File: config.mk
export PLATFORM = sky130hd
export DESIGN_NAME = ram_bus_arbiter
export DESIGN_NICKNAME = d
export VERILOG_FILES = /design/src/rtl/ram_bus_arbiter_pkg.sv /design/src/rtl/ram_req_filter.sv /design/src/rtl/ram_bus_arbiter.sv
export SDC_FILE = /design/constraint.sdc
export NUM_CORES = 1
export LEC_CHECK = 0
export ABC_AREA = 1
export CORE_UTILIZATION = 50
export DETAILED_ROUTE_END_ITERATION = 16
export HOLD_SLACK_MARGIN = 0.12
export PLACE_DENSITY = 0.85
export SLEW_MARGIN = 20
export SYNTH_ARGS = -nofsm -noshare
export SYNTH_HDL_FRONTEND = slang
export SYNTH_HIERARCHICAL = 1
export SYNTH_SLANG_ARGS = --single-unit
File: constraint.sdc
create_clock -name clk -period 5.4 [get_ports clk]
set_input_delay 0.81 -clock clk [delete_from_list [all_inputs] [get_ports clk]]
set_output_delay 0.81 -clock clk [all_outputs]
set_load 0.01 [all_outputs]
File: src/rtl/ram_bus_arbiter_pkg.sv
// Shared types and address map for the data RAM bus arbiter and the ram module.
package ram_bus_arbiter_pkg;

    typedef enum logic [1:0] {
        IDLE    = 2'd0,
        OWN_CPU = 2'd1,
        OWN_DMA = 2'd2
    } arb_state_t;

    // RAM window and the read-only status byte inside it
    localparam logic [7:0] RAM_BASE_ADDR   = 8'h00;
    localparam logic [7:0] RAM_LAST_ADDR   = 8'h7F;
    localparam logic [7:0] RAM_STATUS_ADDR = 8'h00;

endpackage

File: src/rtl/ram_req_filter.sv
// Combinational legality check for the request currently selected onto the RAM bus.
module ram_req_filter
    import ram_bus_arbiter_pkg::*;
(
    input  logic       req,
    input  logic       we,
    input  logic [7:0] addr,
    input  logic [7:0] base_addr,
    input  logic [7:0] last_addr,
    input  logic [7:0] status_addr,
    output logic       legal,
    output logic       wr_ok,
    output logic       rd_ok
);

    // Window bounds arrive as ports so the same filter serves any address map.
    assign legal = (addr >= base_addr) && (addr <= last_addr) && !(we && (addr == status_addr));
    assign wr_ok = req && legal && we;
    assign rd_ok = req && legal && !we;

endmodule

File: src/rtl/ram_bus_arbiter.sv
// Arbitrates the single-port data RAM between the CPU and a DMA master, with
// starvation override, bounded bus locking and illegal-access rejection.
module ram_bus_arbiter
    import ram_bus_arbiter_pkg::*;
#(
    parameter logic [7:0]  BASE_ADDR    = RAM_BASE_ADDR,
    parameter logic [7:0]  LAST_ADDR    = RAM_LAST_ADDR,
    parameter logic [7:0]  STATUS_ADDR  = RAM_STATUS_ADDR,
    parameter int unsigned STARVE_LIMIT = 4,
    parameter int unsigned LOCK_MAX     = 8
) (
    input  logic       clk,
    input  logic       reset,
    input  logic       cpu_req,
    input  logic       cpu_we,
    input  logic [7:0] cpu_addr,
    input  logic [7:0] cpu_wdata,
    input  logic       cpu_lock,
    output logic       cpu_gnt,
    output logic       cpu_rvalid,
    output logic [7:0] cpu_rdata,
    output logic       cpu_err,
    input  logic       dma_req,
    input  logic       dma_we,
    input  logic [7:0] dma_addr,
    input  logic [7:0] dma_wdata,
    input  logic       dma_lock,
    output logic       dma_gnt,
    output logic       dma_rvalid,
    output logic [7:0] dma_rdata,
    output logic       dma_err,
    output logic [7:0] ram_addr,
    output logic [7:0] ram_wdata,
    output logic       ram_wr_en,
    output logic       ram_rd_en,
    input  logic [7:0] ram_rdata
);

    localparam logic [3:0] STARVE_THR = 4'(STARVE_LIMIT);
    localparam logic [3:0] LOCK_LAST  = 4'(LOCK_MAX - 1);

    arb_state_t state;
    logic [3:0] starve_cnt;
    logic [3:0] lock_cnt;
    logic       cpu_rd_pend;
    logic       dma_rd_pend;

    logic       sel_dma;
    logic       sel_req;
    logic       sel_we;
    logic       sel_lock;
    logic [7:0] sel_addr;
    logic [7:0] sel_wdata;
    logic       legal;
    logic       wr_ok;
    logic       rd_ok;
    logic       starving;
    logic       keep_lock;

    // The owner's request is muxed once and checked by a single filter.
    assign sel_dma   = (state == OWN_DMA);
    assign sel_req   = sel_dma ? dma_req   : cpu_req;
    assign sel_we    = sel_dma ? dma_we    : cpu_we;
    assign sel_lock  = sel_dma ? dma_lock  : cpu_lock;
    assign sel_addr  = sel_dma ? dma_addr  : cpu_addr;
    assign sel_wdata = sel_dma ? dma_wdata : cpu_wdata;

    assign starving  = (starve_cnt >= STARVE_THR);
    assign keep_lock = sel_lock && sel_req && (lock_cnt < LOCK_LAST)
                       && !((state == OWN_CPU) && starving);

    ram_req_filter u_filter (
        .req         (sel_req),
        .we          (sel_we),
        .addr        (sel_addr),
        .base_addr   (BASE_ADDR),
        .last_addr   (LAST_ADDR),
        .status_addr (STATUS_ADDR),
        .legal       (legal),
        .wr_ok       (wr_ok),
        .rd_ok       (rd_ok)
    );

    always_ff @(posedge clk) begin
        if (reset) begin
            state       <= IDLE;
            starve_cnt  <= 4'd0;
            lock_cnt    <= 4'd0;
            cpu_rd_pend <= 1'b0;
            dma_rd_pend <= 1'b0;
            cpu_gnt     <= 1'b0;
            cpu_rvalid  <= 1'b0;
            cpu_rdata   <= 8'd0;
            cpu_err     <= 1'b0;
            dma_gnt     <= 1'b0;
            dma_rvalid  <= 1'b0;
            dma_rdata   <= 8'd0;
            dma_err     <= 1'b0;
            ram_addr    <= 8'd0;
            ram_wdata   <= 8'd0;
            ram_wr_en   <= 1'b0;
            ram_rd_en   <= 1'b0;
        end else begin
            cpu_gnt     <= 1'b0;
            dma_gnt     <= 1'b0;
            cpu_err     <= 1'b0;
            dma_err     <= 1'b0;
            ram_wr_en   <= 1'b0;
            ram_rd_en   <= 1'b0;
            cpu_rd_pend <= 1'b0;
            dma_rd_pend <= 1'b0;

            // Read data comes back the cycle after the grant, while ram_rd_en is high.
            cpu_rvalid <= cpu_rd_pend;
            dma_rvalid <= dma_rd_pend;
            if (cpu_rd_pend) cpu_rdata <= ram_rdata;
            if (dma_rd_pend) dma_rdata <= ram_rdata;

            if (dma_req && !dma_gnt)
                starve_cnt <= (starve_cnt == 4'hF) ? 4'hF : starve_cnt + 4'd1;
            else
                starve_cnt <= 4'd0;

            case (state)
                IDLE: begin
                    lock_cnt <= 4'd0;
                    if (dma_req && starving) state <= OWN_DMA;
                    else if (cpu_req)        state <= OWN_CPU;
                    else if (dma_req)        state <= OWN_DMA;
                end
                OWN_CPU, OWN_DMA: begin
                    if (sel_req) begin
                        ram_addr  <= sel_addr;
                        ram_wdata <= sel_wdata;
                        ram_wr_en <= wr_ok;
                        ram_rd_en <= rd_ok;
                        if (sel_dma) begin
                            dma_gnt     <= 1'b1;
                            dma_err     <= !legal;
                            dma_rd_pend <= rd_ok;
                        end else begin
                            cpu_gnt     <= 1'b1;
                            cpu_err     <= !legal;
                            cpu_rd_pend <= rd_ok;
                        end
                    end
                    // Leaving always passes through IDLE, so owners never switch back-to-back.
                    if (keep_lock) begin
                        lock_cnt <= lock_cnt + 4'd1;
                    end else begin
                        lock_cnt <= 4'd0;
                        state    <= IDLE;
                    end
                end
                default: state <= IDLE;
            endcase
        end
    end

endmodule

Word level (Yosys, flattened, before mapping). Index checks and enable logic that the tools add are counted. W data, S select, Z words.

Flip-flop bits (word level): 52. Logic and storage cells: 74. Output and inout port bits: 40. Input port bits: 48.

Reduce and logical (&&, ||, !) cells: 27. Add/sub/neg operators: 2. Muxes and demuxes: 15. Bitwise gates (word level): 4. $lt $le $gt $ge: 4. Equality and inequality tests: 5.

Operators by type and width (number): $mux W8 (2); $logic_and A1 B1 Y1 (12); $add A4 B1 Y4 const B (2); $ge A8 B1 Y1 const B (1); $le A8 B7 Y1 const B (1); $logic_not A8 Y1 (1); $mux W2 (4); $mux W4 (2); $pmux W4 S2 (1); $reduce_or A4 Y1 (2); $logic_not A1 Y1 (5); $mux W1 (5); $eq A4 B4 Y1 const B (1); $ge A4 B3 Y1 const B (1); $lt A4 B3 Y1 const B (1); $ne A4 B4 Y1 const B (1); $not A1 Y1 (4); $pmux W2 S2 (1); $reduce_and A2 Y1 (2); $reduce_or A2 Y1 (2); $reduce_or A3 Y1 (1); $eq A2 B1 Y1 const B (1); $eq A2 B2 Y1 const B (1); $logic_not A2 Y1 (1); 2 further kinds (2).

Longest topological paths before layout. Gate-level depths: netlist of run 1.

Depth in word-level cells: 8. Mapped depth: 20. Gate-level depth less buffers: 19.

Hierarchy. The synthesis of run 1 kept the hierarchy.

By module, submodules not included: ram_bus_arbiter (instances 1, sequential area each 1041.0 µm², area each 2193.4 µm², cells an instance 283); ram_req_filter (instances 1, sequential area each 0.0 µm², area each 633.1 µm², cells an instance 115).

Worst setup path after synthesis of run 1. Ideal clock, no wire load.

Kind: reg2reg. Start: register state[0]. End: register cpu_rd_pend. Data required time: 5.322 ns. Path buffers: 2. Setup slack: 3.287 ns. Setup time: 0.078 ns. Period minus slack after synthesis: 2.113 ns. Data arrival time: 2.036 ns. Stages on the path, launching flop included: 16. Path through: dfxtp_1 inv_1 ha_1 buf_4 buf_2 nand2_1 nand2_1 ha_1 nand2_2 nor2_4 nand4_2 nand3_2 nand4_1 inv_1 inv_1 nor3_1.

Longest elaborated chain between the ends: 8. Elaborated cells between the ends (all ways): 19. Those cells by class: order compare (2); eq/ne (2); mux (3); bitwise (2); reduce/logical (10).

Ends and longest elaborated chain: from (decl) (RTL line ram_bus_arbiter.sv:42) `arb_state_t state;`; from (signal assigned) (RTL line ram_bus_arbiter.sv:86) `state <= IDLE;`; from (signal assigned) (RTL line ram_bus_arbiter.sv:127) `if (dma_req && starving) state <= OWN_DMA;`; from (signal assigned) (RTL line ram_bus_arbiter.sv:128) `else if (cpu_req) state <= OWN_CPU;`; $eq A2 B2 Y1 (*) (RTL line ram_bus_arbiter.sv:61) `assign sel_dma = (state == OWN_DMA);`; via sel_dma (RTL line ram_bus_arbiter.sv:48) `logic sel_dma;`; $mux W8 (*) (RTL line ram_bus_arbiter.sv:65) `assign sel_addr = sel_dma ? dma_addr : cpu_addr;`; via sel_addr[6] (RTL line ram_bus_arbiter.sv:52) `logic [7:0] sel_addr;`; branches (longest 3 deep; another with $ge A8 B1 Y1); $logic_and A1 B1 Y1 (*) (RTL line ram_req_filter.sv:17) `assign legal = (addr >= base_addr) && (addr <= last_addr) && !(we && (addr == status_addr));`; $logic_and A1 B1 Y1 (*) (2 in a row) (RTL line ram_req_filter.sv:19) `assign rd_ok = req && legal && !we;`; via rd_ok (RTL line ram_bus_arbiter.sv:56) `logic rd_ok;`; to (signal assigned) (RTL line ram_bus_arbiter.sv:144) `cpu_rd_pend <= rd_ok;`; to (decl) (RTL line ram_bus_arbiter.sv:45) `logic cpu_rd_pend;`.

Mark *: on every way through the listed nets, which the timed path passes. A chain may end at the register's enable or synchronous reset.

Worst setup path in the final report of run 1. Ends and elaborated chain as after synthesis.

==> reports/metrics.yaml, run 1 <==
antenna_found_initial: 0
final_common_cell: "nand2_1"
rsz0062_at_grt: "no"
start_util_pct: 51.6
fin_ws_ns: 2.60
status: "finished, violations left"
clock-sinks: 52
avgSynthCellArea_um2: 7.10
critPathArrivalTime_ns: 3.03
tritoncts: "done"
ys_types: 33
pwr_density_cell_nw_per_um2: 274
ioPinCount: 88
area_delta_synth_final_pct: 39.0
root_buffer: "clkbuf_8"
drt-initial-drc-count: 98
grt_usage_pct: 22.7
busiest_layer: "met2"
drt-total-wl_mm: 6.42
clock_latency_ns: 0.31
port_buffers: 87
crit_required_ns: 5.63
setup_tns_ns: 0
path_max_fanout: 19
nFillCells: 453
die_width_um: 77.2
cts_setup_buffers: 0
yosysSeqAreaShare_pct: 36.8
avgViaCountPerCell: 4.71
hold_viol: 0
ant_nets: 0
synth_cells: 398
die-area_um2: 5960
path_class: "flop to flop"
maxSlewHeadroom_pct: 45.5
setup_viol: 0
place_ws_ns: 2.55
fmax_mhz: 357
leakagePower_nw: 1.90
drive_above_1_share_pct: 5.47
skew_ns: 0.00696
grt.overflow.total: 0
grtUsageMet3_pct: 4.40
dpl.hpwl_mm: 5.04
place_area_um2: 3840
grt_max_degree: 31
drc: 2
grt_pass1_vias: 2649
numCtsBuffers: 5
coreArea_um2: 5470
diodes: 0
grt_pass1_wl_mm: 11.0
finalWeightedCongestion: 0.805
vias: 2753
path_clk_slew_ns: 0.09
final_cell_mix: "nand2_1 (110), clkdlybuf4s50_1 (87), nor2_1 (62)"
htreeDepth: 2
fin_crit_sh_pct: 51.8
gr-usage-met1_pct: 27.6
design_area_um2: 3930
cts_resized: 0
synth_area_um2: 2830
tightest_slew_ns: 0.817
drtPass1Iterations: 10
min_period_ns: 2.80
die_h_um: 77.2
worst_setup_path_end_kind: "flop"
startpoint_type: "flop"
rows: 27
slew_violations: 0
min_path_type: "flop to flop"
yosys_warnings: 6
nNetsFinal: 582
use_met2_pct: 39.7
p_total_mw: 1.08
cts_hold_buf: 0
ir_drop_v: 0.000169
violations: "design-rule violations"
wl_per_cell_um: 11.0
clockBufferDepth: 2
ys_seq_elements: 52
max_cap_viol_count: 0
==> routing by layer <==
layer / part of all wire, % / vias up
met5: 0 / -
met4: 1.2 / 0
met3: 7.1 / 8
met2: 47 / 102
met1: 44 / 1202
li1: - / 1441
==> where the power goes <==
group	internal, mW	switching (mW)	leakage, nW
clock	0.104	0.124	0.0445
combinational	0.180	0.228	1.43
sequential	0.419	0.0237	0.422
==> through the flow <==
stage	hold slack [ns]	util, %	cells
6_report	0.477	71.8	584
5_1_grt	0.501	71.8	584
4_1_cts	0.481	71.8	584
3_5_place_dp	0.467	70.1	576
3_3_place_gp	0.460	70.1	576
2_1_floorplan	0.442	-	426
==> cells in the mapped netlist, drive strengths merged <==
cell	instances	area, um2
nand2	116	455
nor2	65	270
dfxtp	52	1040
inv	51	194
ha	23	288
o21ai	18	90.1
a21oi	17	115
nand3	17	90.1
o211a	8	80.1
buf	6	45.0
nand4	5	37.5
nor3	4	20.0
xor2	4	35.0
clkbuf	3	11.3
clkinv	2	7.51
conb	2	7.51
a211oi	1	7.51
a21o	1	7.51
and3	1	6.26
mux2i	1	10.0
o21a	1	7.51
==> kinds of logic (layout without fill, tap and decap cells) <==
group	after synthesis	after routing	share of synthesized area [%]
mux	1	1	0.354
compound gates	46	46	10.9
flops	52	52	36.8
xor+xnor	4	4	1.24
other cells	2	30	0.266
fa+ha+maj	23	23	10.2
simple gates	208	208	31.1
buf+inv	62	148	9.12
==> final timing paths <==
check	start	endpoint	slack, ns	depth (start not counted)
setup / recovery	state[0]	cpu_rd_pend	2.60	14
hold / removal	ram_addr[5]	ram_addr[5]	0.48	2
setup reg to reg	state[0]	cpu_rd_pend	2.60	14
hold reg to reg	ram_addr[5]	ram_addr[5]	0.48	2
==> registers in the layout (all words and copies together) (netlist names) <==
register     count
ram_addr         8
starve_cnt       4
dma_rdata        8
ram_wr_en        1
lock_cnt         4
ram_wdata        8
dma_gnt          1
cpu_gnt          1
cpu_err          1
cpu_rdata        8
ram_rd_en        1
cpu_rd_pend      1
dma_err          1
cpu_rvalid       1
dma_rd_pend      1
state            2
dma_rvalid       1
==> area by class of cell <==
type / count / area [um2] / share of cell area (%)
Clock inverter: 1 / 7.51 / 0.191
Sequential cell: 52 / 1040 / 26.5
Timing Repair Buffer: 87 / 871 / 22.2
Tap cell: 72 / 90.1 / 2.29
Inverter: 53 / 201 / 5.13
Multi-Input combinational cell: 312 / 1630 / 41.5
Clock buffer: 7 / 86.3 / 2.20
==> worst max-delay path, cell delays in order (launching register included) <==
cell,delay (ns)
dfxtp_1,0.35
inv_1,0.12
ha_1,0.64
inv_4,0.22
nand2_1,0.10
nand2_1,0.16
ha_1,0.37
nand2_1,0.10
nor2_4,0.10
nand4_2,0.08
nand3_2,0.11
nand4_1,0.10
inv_1,0.06
inv_1,0.05
nor3_1,0.15
Note: power is estimated with default switching activity, not from simulation.
==> run 2: changes to the inputs <==
--- a/config.mk
+++ b/config.mk
@@ -6,10 +6,10 @@
 export NUM_CORES = 1
 export LEC_CHECK = 0
 export ABC_AREA = 1
-export CORE_UTILIZATION = 50
+export CORE_UTILIZATION = 47
 export DETAILED_ROUTE_END_ITERATION = 16
 export HOLD_SLACK_MARGIN = 0.12
-export PLACE_DENSITY = 0.85
+export PLACE_DENSITY = 0.81
 export SLEW_MARGIN = 20
 export SYNTH_ARGS = -nofsm -noshare
 export SYNTH_HDL_FRONTEND = slang
==> constraint.sdc (replaced) <==
create_clock -name clk -period 2.62 [get_ports clk]
set_input_delay 0.393 -clock clk [delete_from_list [all_inputs] [get_ports clk]]
set_output_delay 0.393 -clock clk [all_outputs]
set_load 0.01 [all_outputs]
==> run 2 against run 1 <==
The run now ends clean. Clock skew is essentially flat. First-iteration DRC count down 31%. Cell area up 1.3%. Sequential cell count is the same. Non-clock buffer count is 4 higher. Critical path type unchanged. Largest power group unchanged.
==> reports/metrics.yaml, run 2 (same netlist as run 1, synthesis figures left out) <==
status: "completed"
clockBufferDepth: 2  # unchanged
area_delta_synth_final_pct: 40.8
fmax_mhz: 427  # +20%
drive_above_1_share_pct: 6.40  # +0.93 points
placedCellCount: 580  # +0.69%
crit_path_max_incr_delay_ns: 0.40  # -0.24 ns
die_h_um: 79.6  # +3.1%
grt_pass1_wl_mm: 11.3  # +2.9%
avgViaCountPerCell: 4.69  # -0.54%
crit_chain: "inv_1 -> ha_2 -> inv_4 -> nand2_1 -> nand2_1 -> ha_1 -> a21oi_1 -> nor2_1 -> nor2_1 -> nand3_2 -> and3_1 -> nor3_1"
instances_no_fill: 588  # +0.68%
min_period_ns: 2.34  # -0.457 ns
cts_setup_buffers: 0  # unchanged
nNetsFinal: 586  # +0.69%
r2r_cells: 12  # -2
drtPass1Iterations: 4  # -6
leakagePower_nw: 1.93  # +1.5%
wl_per_cell_um: 11.3  # +2.9%
rows: 27  # unchanged
tightest_slew_ns: 0.508  # -0.309 ns
critPathArrivalTime_ns: 2.58  # -0.45 ns
fin_crit_sh_pct: 89.4  # +38 points
diodes: 0  # unchanged
r2r_end: "cpu_err"
coreArea_um2: 5640  # +3.1%
die_width_um: 79.6  # +3.1%
fin_ws_ns: 0.278  # -2.32 ns
critPathSlowestCell: "dfxtp_1"
setup_tns_ns: 0  # unchanged
drc: 0  # -2
final_common_cell: "nand2_1"
drt-initial-drc-count: 68  # -31%
path_max_fanout: 10  # -9
place_ws_ns: 0.234  # -2.32 ns
worst_setup_path_end_kind: "flop"
slew_violations: 0  # unchanged
grt_max_degree: 27  # -13%
clock_latency_ns: 0.31  # about the same
maxSlewHeadroom_pct: 66.1  # +21 points
drt-total-wl_mm: 6.65  # +3.6%
finalWeightedCongestion: 0.831  # +3.2%
antenna_found_initial: 0  # unchanged
ioPinCount: 88  # unchanged
numCtsBuffers: 5  # unchanged
start_util_pct: 50.1  # -1.5 points
tritoncts: "done"
max_cap_viol_count: 0  # unchanged
skew_ns: 0.00689  # -0.0000659 ns
pwr_density_cell_nw_per_um2: 583  # +110%
hold_path_end: "ram_addr[3]"
min_path_type: "flop to flop"
rr_startpoint: "state[0]"
path_clk_slew_ns: 0.10  # about the same
final_cell_mix: "nand2_1 (110), clkdlybuf4s50_1 (87), nor2_1 (62)"
grt.overflow.total: 0  # unchanged
min-delay-start: "ram_addr[3]"
root_buffer: "clkbuf_8"
path_class: "flop to flop"
htreeDepth: 2  # unchanged
ir_drop_v: 0.000327  # +93%
critPathTopFamily: "simple AND/OR/NAND/NOR gates"
setup_viol: 0  # unchanged
die-area_um2: 6330  # +6.2%
hold_viol: 0  # unchanged
worst-path-buf-inv: 2  # -2
hold_depth: 2  # unchanged
hold-worst-slack_ns: 0.473  # -0.00443 ns
startpoint_type: "flop"
ant_nets: 0  # unchanged
grt_pass1_vias: 2671  # +0.83%
crit_required_ns: 2.86  # -2.77 ns
r2r_setup_slack_ns: 0.28  # -2.32 ns
port_buffers: 87  # unchanged
clock-sinks: 52  # unchanged
vias: 2757  # +0.15%
dpl.hpwl_mm: 5.29  # +4.8%
rsz0062_at_grt: "no"
grt_usage_pct: 22.7  # +0.023 points
## run 2: changes by cell type in the layout (fill, tap and decap cells not counted)
| cell | before | now |
|---|---|---|
| ha_1 | 23 | 22 |
| ha_2 | 0 | 1 |
| buf_4 | 0 | 4 |
| clkinvlp_4 | 1 | 0 |
| inv_6 | 0 | 1 |
| bufinv_16 | 0 | 1 |
| clkbuf_8 | 6 | 5 |
## run 2: how the worst max path moves through the flow
stage,start,end,slack (ns),depth (start not counted)
3_3_place_gp,state[0],cpu_err,0.34,12
2_1_floorplan,state[0],cpu_rd_pend,0.51,15
4_1_cts,state[0],cpu_rd_pend,0.18,14
3_5_place_dp,state[0],cpu_err,0.23,12
6_report,state[0],cpu_err,0.28,12
5_1_grt,state[0],cpu_rd_pend,0.02,17
## run 2: where the power goes
part	total (mW)	internal, mW	switching, mW	leakage, nW
logic	0.856	0.383	0.474	1.45
registers	0.907	0.863	0.0434	0.422
clock network	0.559	0.289	0.270	0.0558
total	2.32	1.54	0.787	1.93
## run 2: per-stage QoR
stage               utilization, %  total power, mW  area [um2]
global placement              68.5             1.75        3870
floorplan                        -             1.47        2930
global route                  70.5             2.48        3980
CTS                           70.5             2.34        3980
finish                        70.5             2.32        3980
detailed placement            68.5             1.77        3870
## run 2: metal layers
metal  GRT usage, %  part of all wire, %
met5              0                    0
met4           7.82                  1.7
met2           40.4                   48
met3           5.37                  6.8
met1           26.4                   44
## run 2: timing repair
action | 4_1_cts | 5_1_grt
setup endpoints to repair | 0 | 6
gates resized for setup | 0 | 1
hold buffers | 0 | 0
## run 2: layout make-up
| class | count | area, um2 |
|---|---|---|
| clock buffer | 6 | 72.6 |
| multi-input combinational | 312 | 1640 |
| tap | 72 | 90.1 |
| inverter | 53 | 201 |
| clock inverter | 2 | 38.8 |
| sequential | 52 | 1040 |
| timing repair buffer | 91 | 901 |
| fill | 505 | 1660 |
## run 2: worst min-delay path: stages (launching register included)
cell	delay (ns)
dfxtp_1	0.32
nand2_1	0.07
a21oi_2	0.05
==> run 3: changes to the inputs <==
--- a/config.mk
+++ b/config.mk
@@ -10,7 +10,7 @@
 export DETAILED_ROUTE_END_ITERATION = 16
 export HOLD_SLACK_MARGIN = 0.12
 export PLACE_DENSITY = 0.81
-export SLEW_MARGIN = 20
+export SLEW_MARGIN = 0
 export SYNTH_ARGS = -nofsm -noshare
 export SYNTH_HDL_FRONTEND = slang
 export SYNTH_HIERARCHICAL = 1
==> results of run 3 <==
No change in the layout: final DEF, timing and power equal those of run 2.
